### src/rtl/k_and_s_pkg.sv
// K&S processor shared types: decoded instructions, control FSM states, ALU ops.
// Imported by the control unit, its interface and the data path.
package k_and_s_pkg;

  typedef enum logic [3:0] {
    I_NOP    = 4'd0,
    I_LOAD   = 4'd1,
    I_STORE  = 4'd2,
    I_MOVE   = 4'd3,
    I_ADD    = 4'd4,
    I_SUB    = 4'd5,
    I_AND    = 4'd6,
    I_OR     = 4'd7,
    I_BRANCH = 4'd8,
    I_BZERO  = 4'd9,
    I_BNZERO = 4'd10,
    I_BNEG   = 4'd11,
    I_BNNEG  = 4'd12,
    I_BOV    = 4'd13,
    I_BNOV   = 4'd14,
    I_HALT   = 4'd15
  } decoded_instruction_type;

  typedef enum logic [2:0] {
    IDLE   = 3'd0,
    FETCH  = 3'd1,
    DECODE = 3'd2,
    EXEC   = 3'd3,
    HALT   = 3'd4
  } ctrl_state_t;

  localparam logic [1:0] OP_OR  = 2'b00;
  localparam logic [1:0] OP_ADD = 2'b01;
  localparam logic [1:0] OP_SUB = 2'b10;
  localparam logic [1:0] OP_AND = 2'b11;

  typedef struct packed {
    logic       branch;
    logic       pc_enable;
    logic       ir_enable;
    logic       addr_sel;
    logic       c_sel;
    logic [1:0] operation;
    logic       write_reg_enable;
    logic       flags_reg_enable;
    logic       ram_write_enable;
  } ctrl_out_t;

endpackage

### src/rtl/control_unit_if.sv
// Control <-> data path bundle: decoded IR + registered flags in, strobes out.
// master = control unit, slave = data path.
interface control_unit_if;
  import k_and_s_pkg::*;

  decoded_instruction_type decoded_instruction;
  logic       zero_op;
  logic       neg_op;
  logic       unsigned_overflow;
  logic       signed_overflow;
  logic       branch;
  logic       pc_enable;
  logic       ir_enable;
  logic       addr_sel;
  logic       c_sel;
  logic [1:0] operation;
  logic       write_reg_enable;
  logic       flags_reg_enable;
  logic       ram_write_enable;

  modport master (
    input  decoded_instruction,
    input  zero_op,
    input  neg_op,
    input  unsigned_overflow,
    input  signed_overflow,
    output branch,
    output pc_enable,
    output ir_enable,
    output addr_sel,
    output c_sel,
    output operation,
    output write_reg_enable,
    output flags_reg_enable,
    output ram_write_enable
  );

  modport slave (
    output decoded_instruction,
    output zero_op,
    output neg_op,
    output unsigned_overflow,
    output signed_overflow,
    input  branch,
    input  pc_enable,
    input  ir_enable,
    input  addr_sel,
    input  c_sel,
    input  operation,
    input  write_reg_enable,
    input  flags_reg_enable,
    input  ram_write_enable
  );

endinterface

### src/rtl/control_unit_branch_eval.sv
// Branch classifier: decoded instruction + registered flags -> is_branch, taken.
// Ports: instr, zero_op, neg_op, signed_overflow in; is_branch, taken out.
module control_unit_branch_eval
  import k_and_s_pkg::*;
(
  input  decoded_instruction_type instr,
  input  logic zero_op,
  input  logic neg_op,
  input  logic signed_overflow,
  output logic is_branch,
  output logic taken
);

  always_comb begin
    is_branch = 1'b1;
    taken     = 1'b0;
    case (instr)
      I_BRANCH: taken = 1'b1;
      I_BZERO:  taken = zero_op;
      I_BNZERO: taken = !zero_op;
      I_BNEG:   taken = neg_op;
      I_BNNEG:  taken = !neg_op;
      I_BOV:    taken = signed_overflow;
      I_BNOV:   taken = !signed_overflow;
      default:  is_branch = 1'b0;
    endcase
  end

endmodule

### src/rtl/control_unit.sv
// K&S control FSM: sequences fetch/decode/execute, halts, counts retirements.
// Ports: clk, rst_n, start, cif (master), halt, instr_count.
module control_unit
  import k_and_s_pkg::*;
#(
  parameter int CNT_W = 16
) (
  input  logic             clk,
  input  logic             rst_n,
  input  logic             start,
  control_unit_if.master   cif,
  output logic             halt,
  output logic [CNT_W-1:0] instr_count
);

  ctrl_state_t      state_q, state_d;
  logic [CNT_W-1:0] cnt_q, cnt_d;
  ctrl_out_t        o;
  logic             retire;
  logic             is_branch;
  logic             taken;

  control_unit_branch_eval u_branch_eval (
    .instr           (cif.decoded_instruction),
    .zero_op         (cif.zero_op),
    .neg_op          (cif.neg_op),
    .signed_overflow (cif.signed_overflow),
    .is_branch       (is_branch),
    .taken           (taken)
  );

  always_comb begin
    state_d = state_q;
    o       = '0;
    halt    = 1'b0;
    retire  = 1'b0;
    unique case (state_q)
      IDLE: begin
        if (start) state_d = FETCH;
      end
      FETCH: begin
        o.ir_enable = 1'b1;
        state_d     = DECODE;
      end
      DECODE: begin
        if (is_branch) begin
          o.pc_enable = 1'b1;
          o.branch    = taken;
          state_d     = FETCH;
          retire      = 1'b1;
        end else begin
          case (cif.decoded_instruction)
            I_LOAD, I_STORE, I_MOVE,
            I_ADD, I_SUB, I_AND, I_OR: begin
              o.pc_enable = 1'b1;
              state_d     = EXEC;
            end
            I_HALT: begin
              state_d = HALT;
              retire  = 1'b1;
            end
            default: begin
              o.pc_enable = 1'b1;
              state_d     = FETCH;
              retire      = 1'b1;
            end
          endcase
        end
      end
      EXEC: begin
        state_d = FETCH;
        retire  = 1'b1;
        case (cif.decoded_instruction)
          I_LOAD: begin
            o.addr_sel         = 1'b1;
            o.write_reg_enable = 1'b1;
          end
          I_STORE: begin
            o.addr_sel         = 1'b1;
            o.ram_write_enable = 1'b1;
          end
          I_MOVE: begin
            o.c_sel            = 1'b1;
            o.operation        = OP_OR;
            o.write_reg_enable = 1'b1;
          end
          I_ADD, I_SUB, I_AND, I_OR: begin
            o.c_sel            = 1'b1;
            o.write_reg_enable = 1'b1;
            o.flags_reg_enable = 1'b1;
            case (cif.decoded_instruction)
              I_ADD:   o.operation = OP_ADD;
              I_SUB:   o.operation = OP_SUB;
              I_AND:   o.operation = OP_AND;
              default: o.operation = OP_OR;
            endcase
          end
          default: ;
        endcase
      end
      HALT: begin
        halt = 1'b1;
      end
      default: state_d = IDLE;
    endcase
  end

  // Saturate at all-ones rather than wrap.
  always_comb begin
    cnt_d = cnt_q;
    if (retire && (cnt_q != '1)) cnt_d = cnt_q + 1'b1;
  end

  always_ff @(posedge clk or negedge rst_n) begin
    if (!rst_n) state_q <= IDLE;
    else        state_q <= state_d;
  end

  always_ff @(posedge clk or negedge rst_n) begin
    if (!rst_n) cnt_q <= '0;
    else        cnt_q <= cnt_d;
  end

  assign cif.branch           = o.branch;
  assign cif.pc_enable        = o.pc_enable;
  assign cif.ir_enable        = o.ir_enable;
  assign cif.addr_sel         = o.addr_sel;
  assign cif.c_sel            = o.c_sel;
  assign cif.operation        = o.operation;
  assign cif.write_reg_enable = o.write_reg_enable;
  assign cif.flags_reg_enable = o.flags_reg_enable;
  assign cif.ram_write_enable = o.ram_write_enable;
  assign instr_count          = cnt_q;

endmodule

### src/flat_wrapper.sv
// flat-port wrapper written by rule: the top's interface ports become plain ports
module control_unit_flat import k_and_s_pkg::*;
#(
  parameter int CNT_W = 16
)
  (clk, rst_n, start, halt, instr_count, cif_decoded_instruction, cif_zero_op, cif_neg_op, cif_unsigned_overflow, cif_signed_overflow, cif_branch, cif_pc_enable, cif_ir_enable, cif_addr_sel, cif_c_sel, cif_operation, cif_write_reg_enable, cif_flags_reg_enable, cif_ram_write_enable);
  control_unit_if cif_i ();
  input  logic clk;
  input  logic rst_n;
  input  logic start;
  output logic halt;
  output logic [CNT_W-1:0] instr_count;
  input wire logic [$bits(cif_i.decoded_instruction)-1:0] cif_decoded_instruction;
  input wire logic [$bits(cif_i.zero_op)-1:0] cif_zero_op;
  input wire logic [$bits(cif_i.neg_op)-1:0] cif_neg_op;
  input wire logic [$bits(cif_i.unsigned_overflow)-1:0] cif_unsigned_overflow;
  input wire logic [$bits(cif_i.signed_overflow)-1:0] cif_signed_overflow;
  output wire logic [$bits(cif_i.branch)-1:0] cif_branch;
  output wire logic [$bits(cif_i.pc_enable)-1:0] cif_pc_enable;
  output wire logic [$bits(cif_i.ir_enable)-1:0] cif_ir_enable;
  output wire logic [$bits(cif_i.addr_sel)-1:0] cif_addr_sel;
  output wire logic [$bits(cif_i.c_sel)-1:0] cif_c_sel;
  output wire logic [$bits(cif_i.operation)-1:0] cif_operation;
  output wire logic [$bits(cif_i.write_reg_enable)-1:0] cif_write_reg_enable;
  output wire logic [$bits(cif_i.flags_reg_enable)-1:0] cif_flags_reg_enable;
  output wire logic [$bits(cif_i.ram_write_enable)-1:0] cif_ram_write_enable;
  assign cif_i.decoded_instruction = cif_decoded_instruction;
  assign cif_i.zero_op = cif_zero_op;
  assign cif_i.neg_op = cif_neg_op;
  assign cif_i.unsigned_overflow = cif_unsigned_overflow;
  assign cif_i.signed_overflow = cif_signed_overflow;
  assign cif_branch = cif_i.branch;
  assign cif_pc_enable = cif_i.pc_enable;
  assign cif_ir_enable = cif_i.ir_enable;
  assign cif_addr_sel = cif_i.addr_sel;
  assign cif_c_sel = cif_i.c_sel;
  assign cif_operation = cif_i.operation;
  assign cif_write_reg_enable = cif_i.write_reg_enable;
  assign cif_flags_reg_enable = cif_i.flags_reg_enable;
  assign cif_ram_write_enable = cif_i.ram_write_enable;
  control_unit #(.CNT_W(CNT_W)) u_core (.clk(clk), .rst_n(rst_n), .start(start), .cif(cif_i), .halt(halt), .instr_count(instr_count));
endmodule
### config.mk
export PLATFORM = sky130hd
export DESIGN_NAME = control_unit_flat
export DESIGN_NICKNAME = d
export VERILOG_FILES = /design/src/rtl/k_and_s_pkg.sv /design/src/rtl/control_unit_if.sv /design/src/rtl/control_unit_branch_eval.sv /design/src/rtl/control_unit.sv /design/src/flat_wrapper.sv
export SDC_FILE = /design/constraint.sdc
export NUM_CORES = 1
export LEC_CHECK = 0
export ABC_AREA = 0
export CAP_MARGIN = 20
export CORE_ASPECT_RATIO = 1.1
export CORE_MARGIN = 3
export CORE_UTILIZATION = 46
export CTS_CLUSTER_DIAMETER = 120
export CTS_CLUSTER_SIZE = 25
export DETAILED_ROUTE_END_ITERATION = 8
export PLACE_DENSITY = 0.79
export SLEW_MARGIN = 20
export SYNTH_ARGS = -nofsm -noshare
export SYNTH_HDL_FRONTEND = slang
export SYNTH_SLANG_ARGS = --single-unit
### constraint.sdc
create_clock -name clk -period 1.7 [get_ports clk]
set_input_delay 0.34 -clock clk [delete_from_list [all_inputs] [get_ports clk]]
set_output_delay 0.34 -clock clk [all_outputs]
set_load 0.02 [all_outputs]
[Yosys cells after proc, flatten, opt, wreduce, memory -nomap -nowiden]
Cells that the tools add are included.
Operators by class
  div/mod/pow operators: 0
  eq/ne operators: 21
  shift operators: 0
  reductions and logical operators: 11
  $lt $le $gt $ge: 0
  bitwise operators: 1
  muxes and demuxes: 22
  $add $sub $neg: 1
  $mul: 0
Operator list (count)
  equality test 4 bit, second input constant: 8
  adder 16 x 1 -> 16 bit, second input constant: 1
  equality test 4 x 3 -> 1 bit, second input constant: 4
  != test 16 bit, second input constant: 1
  case mux 3 bit (5 select lines): 1
  OR reduction 7 bit: 2
  two-way mux 1 bit: 12
  case mux 3 bit (2 select lines): 2
  equality test 4 x 2 -> 1 bit, second input constant: 2
  two-way mux 7 bit: 1
  case mux 1 bit (7 select lines): 1
  equality test 3 x 2 -> 1 bit, second input constant: 2
  two-way mux 3 bit: 2
  case mux 2 bit (3 select lines): 1
  OR reduction 6 bit: 1
  equality test 4 x 1 -> 1 bit, second input constant: 1
  OR reduction 4 bit: 1
  equality test 3 x 1 -> 1 bit, second input constant: 1
  equality test 3 bit, second input constant: 1
  zero test 1 bit: 3
  zero test 3 bit: 1
  two-way mux 2 bit: 1
  != test 2 bit, second input constant: 1
  case mux 1 bit (2 select lines): 1
  other kinds (4): 4
Word-level totals
  memories kept: 0
  latch bits: 0
  output and inout port bits: 27
  logic and storage cells: 58
  memory bits (read-only): 0
  input bits: 11
  bits in registers: 19
  memory bits (writable): 0

[Logic depth before layout (Yosys ltp)]
Gate-level depths: netlist (run 1).
  word-level depth: 6
  gate-level depth with buffers: 6
  mapped depth without buffers: 5

[Hierarchy]
A second synthesis (run 1) with hierarchy kept.
Second synthesis, totals
  cells, all modules: 122
  area, all modules: 1251.2 um^2
Modules (own cells, without submodules)
  control_unit: area each 1178.6 um^2, cells each 111, instances 1
  control_unit_branch_eval: area each 72.6 um^2, cells each 11, instances 1

[Worst setup path after synthesis (run 1)]
OpenSTA, ideal clock, no wires.
  path kind: register to output
  from: reg u_core.state_q[0]
  to: out cif_operation[1]
  stages on the path, launching flop included: 5
  data arrival time: 1.356 ns
  path slack: 0.004 ns
  path buffers: 1
  path through: dfrtp_1 clkbuf_1 nor4bb_1 nand2_1 nor2_1
On the way
  cells in the longest elaborated chain, start to end: 2
Ends and longest elaborated chain
  start: declaration: RTL line control_unit.sv:16  | ctrl_state_t state_q, state_d;
  start signal: assignment: RTL line control_unit.sv:116  | else state_q <= state_d;
  equality test 3 x 2 -> 1 bit: RTL line control_unit.sv:37  | unique case (state_q)
  two-way mux 7 bit: RTL line control_unit.sv:37
  end: declaration: RTL line flat_wrapper.sv:23  | output wire logic [$bits(cif_i.operation)-1:0] cif_operation;
No other way between the ends.

[Worst setup path in the final report (run 1)]
  from: reg u_core.state_q[2]
  to: out cif_branch
On the way
  cells in the longest elaborated chain, start to end: 2
Ends and longest elaborated chain
  equality test 3 x 2 -> 1 bit: RTL line control_unit.sv:37
  two-way mux 2 bit: RTL line control_unit.sv:37
  end: declaration: RTL line flat_wrapper.sv:18  | output wire logic [$bits(cif_i.branch)-1:0] cif_branch;
No other way between the ends.

==> results of run 1 <==
## sequential cells by signal, summed over array words and instances, names as in the netlist
signal              flops
u_core.state_q          3
u_core.instr_count     16
## what timing repair did
action / CTS / global route
gates resized for setup: 73 / 17
endpoints found under the setup margin: 37 / 18
gates cloned: 0 / 0
pin swaps: 6 / 5
setup buffers: 4 / 0
## power groups by stage
stage | sequential, mW | combinational (mW) | clock (mW)
2_1_floorplan | 0.729 | 0.485 | 0
3_3_place_gp | 0.662 | 1.02 | 0
3_5_place_dp | 0.673 | 1.06 | 0
4_1_cts | 0.662 | 1.08 | 0.237
5_1_grt | 0.677 | 1.23 | 0.261
6_report | 0.660 | 1.14 | 0.226
## final cells by class
type	count	area [um2]
well taps	31	38.79
fillers	214	679.4
repair buffers	64	545.5
multi-input cells	92	747.0
clock buffers	4	26.28
inverters	2	7.507
flip-flops and latches	19	475.5
## metal layers
metal / up-vias / part of all wire
met2: 35 / 0.56
li1: 549 / -
met5: - / 0
met4: 0 / 0.020
met3: 8 / 0.052
met1: 537 / 0.37
## worst max path at each step
stage,end,slack (ps),cells after the start
2_1_floorplan,cif_operation[1],4,4
3_3_place_gp,cif_branch,-660,6
3_5_place_dp,cif_branch,-710,6
4_1_cts,cif_branch,-190,5
5_1_grt,cif_branch,-290,5
6_report,cif_branch,-180,5
## cells in the final DEF, fill, tap and decap left out, types with 2 or more instances in the layout
cell / Yosys / routed
nand4_1: 3 / 3
and3_1: 2 / 2
clkdlybuf4s50_1: 0 / 6
and4_1: 5 / 5
dlygate4sd2_1: 0 / 14
nand3_1: 5 / 5
xor2_1: 14 / 14
inv_1: 2 / 2
nor4_2: 2 / 4
and2_1: 2 / 2
dlymetal6s2s_1: 0 / 5
buf_4: 0 / 32
nor3_1: 5 / 5
nor2_1: 14 / 11
nand2_1: 6 / 6
nand2b_1: 3 / 2
nor2_2: 0 / 2
nor4_4: 1 / 2
xnor2_1: 2 / 2
nor3_2: 5 / 5
dfrtp_1: 19 / 19
clkbuf_4: 0 / 3
a21oi_1: 2 / 2
nor3b_2: 1 / 2
buf_2: 1 / 3
buf_6: 4 / 4
## logic make-up after synthesis
| family | after synthesis | share of synthesized area |
|---|---|---|
| adders and majority gates | 1 | 0.01020 |
| and+or+nand+nor | 66 | 0.3663 |
| muxes | 2 | 0.01735 |
| AOI/OAI and AO/OA | 7 | 0.04694 |
| xor gates and xnor gates | 16 | 0.1143 |
| buffers and inverters | 10 | 0.05714 |
| DFF | 19 | 0.3878 |
## per-stage QoR
| step | hold WS [ps] | cell area (um2) | setup TNS, ps |
|---|---|---|---|
| after floorplan | 44.41 | 1226 | 0 |
| after global placement | 473.0 | 1743 | -12080 |
| after detailed placement | 480.9 | 1743 | -13080 |
| after CTS | 370.6 | 1770 | -931.9 |
| after global routing | 388.5 | 1841 | -1828 |
| final | 371.2 | 1841 | -686.1 |
==> impl_metrics.ini, run 1 <==
[power_and_ir_drop]
vdd_ir_drop_max_v = 0.001019
power.switching_mw = 0.8019
p_per_area_nw_per_um2 = 1101
power_mw = 2.026
p_int_mw = 1.224
switching_share = 0.3959
seqPwrFrac = 0.326
power_leakage_nw = 0.9783
p_clk_frac = 0.112
comb_power_share = 0.562

[min_path]
hold_path.class = primary input to asynchronous set/reset pin

[global_route]
busiest_layer = met2
grt_pass1_vias = 1145
grt_max_degree = 20
grt_first_pass_wirelength_um = 4954
antenna_found_initial = 0
grt_util_all_layers = 0.1901
grt_use_met2 = 0.3801
overflow = 0
globalRouteMet1Util = 0.1918
grtUsageMet3 = 0.03672

[synth]
ys_ff_latch = 19
synthTopCellsByArea = dfrtp_1 39%, xor2_1 10%, nor2_1 4.3%, nor3_2 4.1%, buf_6 3.7%
synth_ff_type = dfrtp_1
synth_cell_types = 39
synth_edf_count = 0
synth_area_um2 = 1226
synth_most_common_cell = dfrtp_1
seq_area_frac_synth = 0.3878
synth_warnings = 0
netlist_top_cells_count = 19 x dfrtp_1, 14 x nor2_1, 14 x xor2_1
syn_nets = 133
async_reset_ff_frac = 1.000
syn_area_per_cell_um2 = 10.13
synth_cells = 121
yosysTopAreaCell = dfrtp_1
synth_top_area_share = 0.3878

[critical_path]
reg2regPathDepth = 7
r2r_start = u_core.state_q[2]$_DFFE_PN0P_
worst-setup-path-type = flip-flop to output pin
path_max_fanout = 3
startpoint_type = flip-flop
slowest_delay_ps = 420
rrSetupSlack_ps = 10
critPathLaunch = u_core.state_q[2]$_DFFE_PN0P_
crit_arrival_ps = 1540
path_buf_inv = 1
cp_cell_sequence = and2b_2, nand2b_4, a31oi_1, and4_1, buf_6
critPathSlowestCell = dfrtp_1
crit_path_end_kind = output pin
critical_path_required_ps = 1360
critical_path.top_delay_family = simple AND/OR/NAND/NOR gates
r2r-end = u_core.instr_count[6]$_DFFE_PN0P_

[clock_network]
path_clk_slew_ps = 100
cts_root_buf = clkbuf_4
cts_buffer_depth = 2
cts_htree_levels = 1
cts_sinks = 19
cts_tree = built
hold_buffers = 0
insertion_delay_ps = 300
cts_buffers = 3

[die]
coreArea_um2 = 2520
start_util = 0.4866
core.rowCount = 19
ios = 38
dieArea_um2 = 3322
die_x_um = 55.23
die_h_um = 60.15

[timing]
fin_ws_ps = -184.7
hold_viol = 0
max_freq_mhz = 530.6
grt_setup_unrepaired = true
setup_viol = 7
post-route-min-period_ps = 1885
slew_headroom = 0.8153
slew_violations = 0
post-route-period-util = 1.109
finClkSkew_ps = 2.164
tightest_slew_ps = 273.2

[finish]
syn2layout_area_growth_pct = 50.10
n_antenna_cell = 0
fin_util = 0.7304
final_nets = 194
drive_above_1_share = 0.3646
layout.cells.non_filler = 212

[placed_design]
gp_congestion = 0.7666
pre_cts_slack_ps = -708.5
place_inst = 204
dpl.hpwl_um = 2320
port-buffer-count = 36

[route]
ant_nets = 0
drc = 0
vias_per_cell = 5.325
drtIter0Drc = 31
wl_per_cell_um = 13.77
dr.pass1.iters = 4
vias = 1129
wl_um = 2920

[outcome]
status = finished, violations left
failed_checks = negative setup slack

[job]
max_cap_violations = 0
(Power assumes the default switching activity.)
==> run 2, diff against run 1 <==
- SYNTH_HIERARCHICAL: not set -> 1
==> impl_metrics.ini, run 2 <==
[critical_path]
crit_arrival_ps = 1490
path_max_fanout = 4
critPathMostFrequentCell = buf_6
path_buf_inv = 3
cp_cell_sequence = buf_6, buf_6, nand2_2, o211ai_1, a211oi_1, nand2_1, nor3_2, buf_4
worst-setup-path-type = primary input to output pin
crit_path_end_kind = output pin
critPathSlowestCell = a211oi_1
critical_path.top_delay_family = compound AO/OA/AOI/OAI gates
startpoint_type = primary input
slowest_delay_ps = 320
critical_path_required_ps = 1360

[clock_network]
cts_buffers = 3
hold_buffers = 0
insertion_delay_ps = 300
cts_buffer_depth = 2
cts_htree_levels = 1
cts_root_buf = clkbuf_4
cts_tree = built
cts_sinks = 19
path_clk_slew_ps = 120

[timing]
post-route-min-period_ps = 1826
hold_viol = 0
tightest_slew_ps = 470.6
max_freq_mhz = 547.7
finClkSkew_ps = 11.28
grt_setup_unrepaired = true
setup_viol = 10
fin_ws_ps = -125.7
slew_violations = 0
slew_headroom = 0.6852
post-route-period-util = 1.074

[die]
ios = 38
die_x_um = 55.73
start_util = 0.4919
coreArea_um2 = 2544
die_h_um = 60.70
core.rowCount = 19
dieArea_um2 = 3383

[power_and_ir_drop]
comb_power_share = 0.625
power_mw = 2.468
p_per_area_nw_per_um2 = 1106
power.switching_mw = 1.087
power_leakage_nw = 1.062
switching_share = 0.4404
seqPwrFrac = 0.281
p_int_mw = 1.381
vdd_ir_drop_max_v = 0.001350
p_clk_frac = 0.093

[job]
max_cap_violations = 0

[finish]
n_antenna_cell = 0
mostFrequentLayoutCell = buf_4
largest_reg_flops = 16
syn2layout_area_growth_pct = 78.40
drive_above_1_share = 0.5217
final_nets = 220
final_cell_mix = 41 x buf_4, 18 x buf_6, 16 x dfrtp_1

[synth]
synthTopCellsByArea = dfrtp_1 38%, xnor2_1 4.9%, xor2_1 4.9%, a2111oi_2 4.8%, nand2_1 3.6%
netlist_top_cells_count = 19 x dfrtp_1, 12 x nand2_1, 9 x nor2_1
synthXorXnorAreaFrac = 0.09800
syn_area_per_cell_um2 = 10.26
yosys.area_share.simple = 0.2700
synth_cell_types = 46
synth-compound-area-share = 0.1700
muxShareOfSynthArea = 0.03800
syn_nets = 134
synth_most_common_cell = dfrtp_1
synthAdderAreaFrac = 0.01000
synth_warnings = 6
synth_edf_count = 0
synth_top_family_by_area = simple AND/OR/NAND/NOR gates
synth_area_um2 = 1251
async_reset_ff_frac = 1.000
ys_ff_latch = 19
yosysTopAreaCell = dfrtp_1
synth_ff_type = dfrtp_1
seq_area_frac_synth = 0.3800
synth_top_area_share = 0.3800
synth_cells = 122

[route]
vias = 1348
vias_per_cell = 5.664
wl_um = 4434
dr_wl_met3_um = 174
wl_per_cell_um = 18.63
dr.pass1.iters = 4
drtIter0Drc = 36
ant_nets = 0
drc = 0
dr.max_layer_used = met4
wl_met2_um = 2443
met1_length_um = 1721

[placed_design]
gp_congestion = 0.9004
port-buffer-count = 36
pre_cts_slack_ps = -853.6
dpl.hpwl_um = 2584

[global_route]
grt_max_degree = 20
grt_util_all_layers = 0.2344
grt_pass1_vias = 1360
overflow = 0
antenna_found_initial = 0
grt_first_pass_wirelength_um = 6141

[outcome]
status = finished, violations left
failed_checks = negative setup slack

[min_path]
hold_path.class = primary input to asynchronous set/reset pin
==> run 2: layout make-up <==
type	count	area, um2
flip-flops and latches	19	479.2
fillers	132	311.5
well taps	31	38.79
multi-input cells	94	945.9
repair buffers	84	718.2
clock inverters	1	5.005
clock buffers	3	22.52
inverters	6	22.52
==> run 2: power by group through the flow <==
stage	Clock, mW	Combinational (mW)	Sequential, mW
2_1_floorplan	0	0.495	0.795
3_3_place_gp	0	1.18	0.666
3_5_place_dp	0	1.22	0.674
4_1_cts	0.247	1.26	0.669
5_1_grt	0.258	1.62	0.709
6_report	0.230	1.54	0.694
==> run 2: worst paths after layout <==
kind	startpoint	endpoint	cells past startpoint	slack (ps)
worst min-delay path	rst_n	u_core/instr_count[8]$_DFFE_PN0P_	2	360
min in group clk	u_core/instr_count[14]$_DFFE_PN0P_	u_core/instr_count[14]$_DFFE_PN0P_	1	520
worst max register to register	u_core/instr_count[5]$_DFFE_PN0P_	u_core/instr_count[15]$_DFFE_PN0P_	5	-10
worst max-delay path	cif_decoded_instruction[2]	cif_branch	8	-130
worst min register to register	u_core/instr_count[14]$_DFFE_PN0P_	u_core/instr_count[14]$_DFFE_PN0P_	1	520
max in group asynchronous	rst_n	u_core/instr_count[1]$_DFFE_PN0P_	2	1130
==> run 2: timing repair <==
item / CTS / global route
cloned: 0 / 0
pin swaps: 13 / 22
buffers inserted: 5 / 6
endpoints found under the setup margin: 40 / 26
gates resized for setup: 102 / 45
==> run 2: cells by family (layout without fill, tap and decap cells) <==
| group | count (synthesis) | in the layout |
|---|---|---|
| AO/OA/AOI/OAI | 22 | 22 |
| adder cells (fa/ha/maj) | 1 | 1 |
| buffers and inverters | 9 | 94 |
| XOR/XNOR | 14 | 14 |
| AND/OR/NAND/NOR | 53 | 53 |
| multiplexers | 4 | 4 |
| flip-flops | 19 | 19 |
==> run 2: metrics by stage <==
step	utilization	setup TNS [ps]	hold WS, ps	cells	area, um2
after global routing	0.8775	-1548	360.8	238	2232
after CTS	0.7900	-350.3	347.6	232	2009
after detailed placement	0.7555	-16950	506.6	223	1922
after global placement	0.7555	-15170	491.6	223	1922
after floorplan	-	-68.46	44.41	122	1265
final	0.8775	-265.5	356.7	238	2232
==> run 2: layer usage <==
| layer | vias to the layer above | global-route usage |
|---|---|---|
| met5 | - | 0 |
| met4 | 0 | 0.1250 |
| met3 | 10 | 0.05106 |
| met2 | 42 | 0.4459 |
| met1 | 670 | 0.2460 |
| li1 | 626 | - |
==> run 3, diff against run 2 <==
- CORE_UTILIZATION: 46 -> 50
- PLACE_DENSITY: 0.79 -> 0.84
- clock period: 1.7 -> 2.1 ns (I/O delays scaled with it)
==> impl_metrics.ini, run 3 (synthesis results as in run 2) <==
[timing]
whs_ps = 444.7
grt_setup_unrepaired = true
tightest_slew_ps = 539.7
finClkSkew_ps = 2.758
post-route-min-period_ps = 2068
slew_violations = 0
post-route-period-util = 0.9845
max_freq_mhz = 483.7
fin_ws_ps = 32.50
slew_headroom = 0.6309
setup_viol = 0
hold_viol = 0

[clock_network]
insertion_delay_ps = 290
path_clk_slew_ps = 100
cts_htree_levels = 1
cts_buffer_depth = 2
cts_buffers = 3
cts_tree = built
cts_root_buf = clkbuf_4
cts_sinks = 19

[global_route]
antenna_found_initial = 0
grt_pass1_vias = 1262
grt_first_pass_wirelength_um = 5595
overflow = 0
grt_util_all_layers = 0.2362
grt_max_degree = 20

[finish]
mostFrequentLayoutCell = buf_4
syn2layout_area_growth_pct = 45.50
multi_input_area_um2 = 785.8
register_area_um2 = 475.5
fin_util = 0.7848
final_nets = 193
nFillCells = 158
largest_reg_flops = 16
n_antenna_cell = 0
drive_above_1_share = 0.3111
final_cell_mix = 22 x buf_4, 19 x dfrtp_1, 18 x clkdlybuf4s50_1

[route]
drc = 0
drtIter0Drc = 25
ant_nets = 0
dr.pass1.iters = 5
vias = 1221
wl_per_cell_um = 15.84
vias_per_cell = 5.814
wl_um = 3326

[placed_design]
gp_congestion = 0.8169
port-buffer-count = 36
dpl.hpwl_um = 2517
pre_cts_slack_ps = -647.9

[power_and_ir_drop]
power_mw = 1.608
power_leakage_nw = 0.8160
vdd_ir_drop_max_v = 0.0008117
p_per_area_nw_per_um2 = 883.3

[die]
dieArea_um2 = 3139
ios = 38
core.rowCount = 18
die_h_um = 58.47
coreArea_um2 = 2320
start_util = 0.5394
die_x_um = 53.70

[critical_path]
worst-setup-path-type = primary input to output pin
path_max_fanout = 5
reg2regPathDepth = 6
startpoint_type = primary input
crit_path_end_kind = output pin
critical_path_required_ps = 1680
crit_arrival_ps = 1650

[job]
max_cap_violations = 0

[min_path]
hold_path.class = primary input to asynchronous set/reset pin

[outcome]
status = complete, no violations
[run 3: cell types whose count changed in the layout (fill, tap and decap cells not counted), moves of 5 or more]
cell	before	now
clkdlybuf4s50_1	3	18
a2111oi_4	5	0
buf_6	18	0
buf_4	41	22
dlygate4sd2_1	14	8
[run 3: metrics by stage]
step,TNS (ps),std cells,cell area [um2]
final,0,210,1821
after global routing,-37.48,210,1821
after CTS,-28.62,210,1827
after detailed placement,-10370,206,1787
after global placement,-8732,206,1787
after floorplan,0,122,1251
[run 3: layout make-up]
cell class / count / share of cell area
inverters: 6 / 0.01237
clock buffers: 3 / 0.01237
repair buffers: 57 / 0.2591
flip-flops and latches: 19 / 0.2612
multi-input cells: 94 / 0.4316
clock inverters: 1 / 0.002749
well taps: 30 / 0.02062
[run 3: final timing paths]
check,start,to,slack [ps]
max reg2reg,u_core/state_q[2]$_DFFE_PN0P_,u_core/instr_count[10]$_DFFE_PN0P_,170
max,cif_decoded_instruction[2],cif_branch,30
min,rst_n,u_core/instr_count[4]$_DFFE_PN0P_,440
min in group clk,u_core/instr_count[8]$_DFFE_PN0P_,u_core/instr_count[8]$_DFFE_PN0P_,500
max in group asynchronous,rst_n,u_core/instr_count[1]$_DFFE_PN0P_,1450
min reg2reg,u_core/instr_count[8]$_DFFE_PN0P_,u_core/instr_count[8]$_DFFE_PN0P_,500
[run 3: what timing repair did]
item,CTS,global route
endpoints found under the setup margin,21,7
setup buffers,0,0
hold buffers,0,0
resized for setup,36,16
pin swaps,4,1
[run 3: worst max-delay path, stage by stage]
cell and delay [ps]:
clkdlybuf4s15_1 240, buf_4 180, nand2_1 60, o21ai_0 110
a211oi_2 240, nand2_1 90, nor3_2 150, buf_4 160
[run 3: power by group]
group          total, mW  internal [mW]  switching [mW]
Combinational      0.860          0.407           0.453
Clock              0.180         0.0708           0.109
Sequential         0.568          0.452           0.116
[run 3: routing by layer]
metal / GRT usage / share of wire
met1: 0.2747 / 0.39
met2: 0.4256 / 0.53
met3: 0.04304 / 0.072
met4: 0.07664 / 0.0063
met5: 0 / 0
